`config.mk`:
```
export PLATFORM = sky130hd
export DESIGN_NAME = ram_scan_reader
export DESIGN_NICKNAME = d
export VERILOG_FILES = /design/src/rtl/scan_pkg.sv /design/src/rtl/btn_debounce.sv /design/src/rtl/ram_scan_reader.sv
export SDC_FILE = /design/constraint.sdc
export NUM_CORES = 1
export LEC_CHECK = 0
export ABC_CLOCK_PERIOD_IN_PS = 2000
export CAP_MARGIN = 20
export CORE_MARGIN = 8
export CORE_UTILIZATION = 49
export DETAILED_ROUTE_END_ITERATION = 12
export GPL_TIMING_DRIVEN = 0
export PLACE_DENSITY = 0.75
export SLEW_MARGIN = 10
export SYNTH_ARGS = -nofsm -noshare
export SYNTH_HDL_FRONTEND = slang
export SYNTH_SLANG_ARGS = --single-unit
export TNS_END_PERCENT = 50
```
`constraint.sdc`:
```
create_clock -name clk_100M -period 2 [get_ports clk_100M]
set_input_delay 0.2 -clock clk_100M [delete_from_list [all_inputs] [get_ports clk_100M]]
set_output_delay 0.2 -clock clk_100M [all_outputs]
set_load 0.05 [all_outputs]
```
`src/rtl/scan_pkg.sv`:
```
// Shared types and widths for the RAM scan reader and its helpers.
package scan_pkg;

  localparam int ADDR_W = 8;
  localparam int DATA_W = 8;

  typedef enum logic [2:0] {
    IDLE,
    ISSUE,
    WAIT,
    CAPTURE,
    HOLD,
    DONE
  } scan_state_t;

endpackage

```
`src/rtl/btn_debounce.sv`:
```
// Raw active-low button -> synchronised, debounced level with a one-cycle press pulse.
module btn_debounce #(
  parameter int DB_CYCLES = 1_000_000
) (
  input  logic clk,
  input  logic rst_n,
  input  logic raw_n,
  output logic press
);

  localparam int CW = $clog2(DB_CYCLES);
  localparam logic [CW-1:0] CNT_LOAD = CW'(DB_CYCLES - 1);

  logic [1:0]    sync;
  logic          level;
  logic [CW-1:0] cnt;

  // cnt counts down the differing samples still needed before level flips
  always_ff @(posedge clk) begin
    if (!rst_n) begin
      sync  <= 2'b00;
      level <= 1'b0;
      press <= 1'b0;
      cnt   <= CNT_LOAD;
    end else begin
      sync  <= {sync[0], ~raw_n};
      press <= 1'b0;
      if (sync[1] == level) begin
        cnt <= CNT_LOAD;
      end else if (cnt == '0) begin
        level <= sync[1];
        press <= sync[1];
        cnt   <= CNT_LOAD;
      end else begin
        cnt <= cnt - 1'b1;
      end
    end
  end

endmodule

```
`src/rtl/ram_scan_reader.sv`:
```
// Walks a synchronous-read RAM from start to end address and presents each {addr, data}
// to the display, either on a fixed dwell (AUTO) or one entry per button press (STEP).
//
//   state   | meaning
//   --------+-----------------------------------------------------------
//   IDLE    | waiting for a run rising edge
//   ISSUE   | ram_addr presented to the RAM
//   WAIT    | remaining read-latency cycles
//   CAPTURE | ram_q valid; load display registers
//   HOLD    | dwell (AUTO) or wait for press (STEP), then advance or finish
//   DONE    | scan complete; display holds last entry until run drops
module ram_scan_reader
  import scan_pkg::*;
#(
  parameter int RD_LAT      = 2,
  parameter int HOLD_CYCLES = 50_000_000,
  parameter int DB_CYCLES   = 1_000_000
) (
  input  logic              clk_100M,
  input  logic              rst_n,
  input  logic              btn_step_n,
  input  logic              sw_run_n,
  input  logic              sw_auto_n,
  input  logic [ADDR_W-1:0] sw_start,
  input  logic [ADDR_W-1:0] sw_end,
  output logic [ADDR_W-1:0] ram_addr,
  output logic              ram_wren,
  input  logic [DATA_W-1:0] ram_q,
  output logic [ADDR_W-1:0] disp_addr,
  output logic [DATA_W-1:0] disp_data,
  output logic              disp_upd,
  output logic              busy,
  output logic              done
);

  localparam int HW = (HOLD_CYCLES > 2) ? $clog2(HOLD_CYCLES) : 1;
  // The CAPTURE cycle counts as the first dwell cycle, so HOLD itself lasts HOLD_CYCLES-1
  // (but never less than one cycle).
  localparam logic [HW-1:0] HOLD_LOAD = (HOLD_CYCLES >= 2) ? HW'(HOLD_CYCLES - 2) : '0;
  localparam logic [1:0]    LAT_LOAD  = (RD_LAT >= 2) ? 2'(RD_LAT - 2) : 2'd0;

  scan_state_t       state;
  logic [1:0]        run_sync;
  logic [1:0]        auto_sync;
  logic              run_q;
  logic              press;
  logic [ADDR_W-1:0] cur;
  logic [ADDR_W-1:0] end_r;
  logic [1:0]        lat_cnt;
  logic [HW-1:0]     hold_cnt;

  assign ram_wren = 1'b0;

  btn_debounce #(.DB_CYCLES(DB_CYCLES)) u_step_db (
    .clk   (clk_100M),
    .rst_n (rst_n),
    .raw_n (btn_step_n),
    .press (press)
  );

  always_ff @(posedge clk_100M) begin
    if (!rst_n) begin
      state     <= IDLE;
      run_sync  <= 2'b00;
      auto_sync <= 2'b00;
      run_q     <= 1'b0;
      cur       <= '0;
      end_r     <= '0;
      lat_cnt   <= 2'd0;
      hold_cnt  <= '0;
      ram_addr  <= '0;
      disp_addr <= '0;
      disp_data <= '0;
      disp_upd  <= 1'b0;
      busy      <= 1'b0;
      done      <= 1'b0;
    end else begin
      // Switches are inverted into the synchroniser so its flops hold active-high levels.
      run_sync  <= {run_sync[0], ~sw_run_n};
      auto_sync <= {auto_sync[0], ~sw_auto_n};
      run_q     <= run_sync[1];
      disp_upd  <= 1'b0;

      if (state != IDLE && !run_sync[1]) begin
        state <= IDLE;
        busy  <= 1'b0;
        done  <= 1'b0;
      end else begin
        case (state)
          IDLE: begin
            if (run_sync[1] && !run_q) begin
              cur      <= sw_start;
              end_r    <= sw_end;
              ram_addr <= sw_start;
              busy     <= 1'b1;
              state    <= ISSUE;
            end
          end
          ISSUE: begin
            if (RD_LAT <= 1) begin
              state <= CAPTURE;
            end else begin
              lat_cnt <= LAT_LOAD;
              state   <= WAIT;
            end
          end
          WAIT: begin
            if (lat_cnt == 2'd0) state <= CAPTURE;
            else                 lat_cnt <= lat_cnt - 2'd1;
          end
          CAPTURE: begin
            disp_data <= ram_q;
            disp_addr <= cur;
            disp_upd  <= 1'b1;
            hold_cnt  <= HOLD_LOAD;
            state     <= HOLD;
          end
          HOLD: begin
            if (hold_cnt != '0) hold_cnt <= hold_cnt - 1'b1;
            if (auto_sync[1] ? (hold_cnt == '0) : press) begin
              if (cur == end_r) begin
                busy  <= 1'b0;
                done  <= 1'b1;
                state <= DONE;
              end else begin
                cur      <= cur + 8'd1;
                ram_addr <= cur + 8'd1;
                state    <= ISSUE;
              end
            end
          end
          DONE: begin
          end
          default: begin
            busy  <= 1'b0;
            done  <= 1'b0;
            state <= IDLE;
          end
        endcase
      end
    end
  end

endmodule
```
==> results.md <==
* Drt wl/cell at 16.2 um
* Gr usage total at 18.7%
* First-pass GRT wire length at 18,200 um
* Final setup vio count at 14
* Num CTS Buffers at 9
* DPL Wire Length at 7540 um
* Gr ovfl total at 0
* CTS tree: yes
* Initial Util at 49.8%
* Largest net degree at the start of global routing at 17
* DRT Wirelength at 11,300 um
* Die W at 109 um
* Area growth from synthesis to layout at 33.5%
* Row count at 34
* Run status: finished, violations left
* I/O Buffers at 54
* Synth cell types at 61
* Drc violations at 0
* Register area share after synthesis at 44.5%
* Synth Warn # at 0
* Post-route ant nets at 0
* RSZ-0062 raised after global routing: true
* Worst setup margin at -82.1 ps
* Drt first-iter violations at 232
* Crit Path Max Fanout at 4
* Sw Ratio at 36.5%
* Top delay family on crit path: simple AND/OR/NAND/NOR gates
* Synth top area share at 44.5%
* Net Sw Power at 1.98 mW
* Maximum vdd drop at 0.781 mV
* Element type at the critical path start: register
* Share of cells above drive strength 1 at 19.4%
* Clock Pin Slew Worst Setup and Hold Paths at 100 ps
* Crit share post-route at 104%
* Crit path largest cell delay at 570 ps
* Final hold vios at 0
* Critical path type: reg -> reg
* Top cells by area, synth: dfxtp_1 (44%), nand2_1 (5.7%), nor2_1 (5.0%)
* Clock power frac at 23.5%
* Setup WS pre-CTS at -467 ps
* Bufs and invs on worst path at 1
* Most common cell after layout, fill and taps aside: dfxtp_1
* DR pass1 iterations at 5
* Commonest cells after routing, fill and taps aside: dfxtp_1 (84), nand2_1 (64), nor2_1 (55), clkdlybuf4s50_1 (54), a21oi_1 (31)
* Post-Syn Area at 4280 um^2
* DR vias/cell at 5.67
* Cell count after synthesis at 496
* Post-synth EDFFs at 0
* Slew margin rel. at 51.7%
* Count of state elements after synthesis at 95
* Worst EP arrival at 2330 ps
* Crit-path cells: or4_4 > nor4_4 > buf_6 > nand3b_4 > nor4_4 > a41oi_2 > o311a_1
* Slowest CP cell: or4_4
* P_int at 3.44 mW
* Die height at 109 um
* Clock sink count at 95
* Combinational power share at 35.4%
* Post-synth ARST share at 0%
* Num ports at 57
* Maximum achievable frequency at 480 MHz
* Critical Path End Type: register
* Cts-stage hold buffer count at 0
* Die area at 12,000 um^2
* Clk_lat worst skew at 360 ps
* Core Util, Final at 66.5%
* Worst path most repeated cell: nor4_4
* Initial antenna violation count at 0
* # diodes at 0
* Nets at 618
* Area leader, netlist: dfxtp_1
* Max-slew violations at 0
* Vias in the first global route at 3,890
* Pwr dens at 948 nW/um^2
* Mean Syn Cell Area at 8.62 um^2
* Clk_skew at 17.9 ps
* Synthesized Nets at 530
* Violated checks: negative setup slack
* DR vias at 3,952
* Max cap viols at 0
* Slew @ Worst Pin at 720 ps
* Ys flop type: dfxtp_1
* Worst min path class: in -> reg
* Tmin final at 2080 ps
* H-tree levels at 3
* Root Buffer: clkbuf_8
* Core area at 8590 um^2
* CTS max path bufs at 2
* Crit path required time at 2250 ps
* RD Place Congestion at 0.866
* Lkg Pwr at 2.13 nW
* Sequential power share at 41.1%
[area by class of cell]
type	instances	area, um^2
buffer	23	134
clock buffer	10	128
clock inverter	6	68.8
fill	680	2880
inverter	12	47.5
multi-input combinational	366	2530
sequential	95	1920
tap	108	135
timing repair buffer	77	749
[flip-flops by register name, summed over array words and instances (netlist names)]
signal	count
u_step_db.sync	2
cur	8
u_step_db.cnt	20
u_step_db.level	1
run_sync	2
run_q	1
auto_sync	2
disp_upd	1
state	3
end_r	8
disp_data	8
u_step_db.press	1
lat_cnt	2
busy	1
hold_cnt	26
done	1
disp_addr	8
[kinds of logic after synthesis]
kind of cell    Yosys count  synth area share [%]
fa+ha+maj                 5                  1.46
simple gates            219                  26.1
buf+inv                  35                  3.72
xor+xnor                 43                  8.81
compound gates           88                  13.0
mux                      10                  2.34
other cells               1                0.0877
flops                    95                  44.5
[cell usage after synthesis (7+ instances only)]
master and n:
xnor2_1 22, o21ai_0 12, nor2_1 57, o22ai_1 10, o31ai_1 7, nand2_1 65
a21oi_1 32, and3_1 7, xor2_1 21, inv_1 11, clkbuf_1 15, nand3_1 21
or3_1 7, dfxtp_1 95, nor4_1 7, nor3_1 14, mux2i_1 10
[stage by stage]
stage / TNS [ps] / cells / power [mW] / area [um^2] / hold slack [ps]
2_1_floorplan: -1.64 / 496 / 3.26 / 4290 / 267
3_3_place_gp: -8350 / 658 / 3.70 / 4970 / 402
3_5_place_dp: -11220 / 658 / 3.72 / 4970 / 409
4_1_cts: -375 / 686 / 5.29 / 5470 / 278
5_1_grt: -2000 / 697 / 5.65 / 5710 / 304
6_report: -532 / 697 / 5.41 / 5710 / 274
[per-layer routing]
layer / GRT usage [%] / vias up / share of wire, %
li1: - / 1913 / -
met4: 8.10 / 0 / 2.0
met5: 0 / - / 0
met2: 30.9 / 144 / 49
met3: 5.57 / 28 / 6.9
met1: 22.0 / 1867 / 42
[path summary, 6_finish.rpt]
check | slack (ps) | from | depth (start not counted) | end
worst max-delay path | -80 | hold_cnt[1]$_SDFFE_PN0P_ | 7 | hold_cnt[25]$_SDFFE_PN0P_
worst min-delay path | 270 | rst_n | 3 | u_step_db.press$_SDFF_PP0_
worst max register to register | -80 | hold_cnt[1]$_SDFFE_PN0P_ | 7 | hold_cnt[25]$_SDFFE_PN0P_
worst min register to register | 440 | u_step_db.cnt[0]$_SDFF_PP1_ | 1 | u_step_db.cnt[0]$_SDFF_PP1_
[worst reg2reg max path: cells and delay by family, from the launching register on]
kind | cells | cell delay [ps]
compound gates | 2 | 290
simple gates | 4 | 1170
buf+inv | 1 | 160
flops | 1 | 350
[repair_timing]
item	in CTS	in global routing
gates cloned	2	0
endpoints found under the setup margin	57	66
buffers inserted	10	11
gates resized for setup	49	43
pin swaps	13	15
[power by group through the flow]
stage / sequential [mW] / combinational, mW / clock, mW
final: 2.23 / 1.92 / 1.27
after global routing: 2.24 / 2.06 / 1.36
after floorplan: 2.45 / 0.809 / 0
after detailed placement: 2.25 / 1.47 / 0
after global placement: 2.25 / 1.45 / 0
after CTS: 2.21 / 1.79 / 1.29
Note: power is estimated with default switching activity, not from simulation.
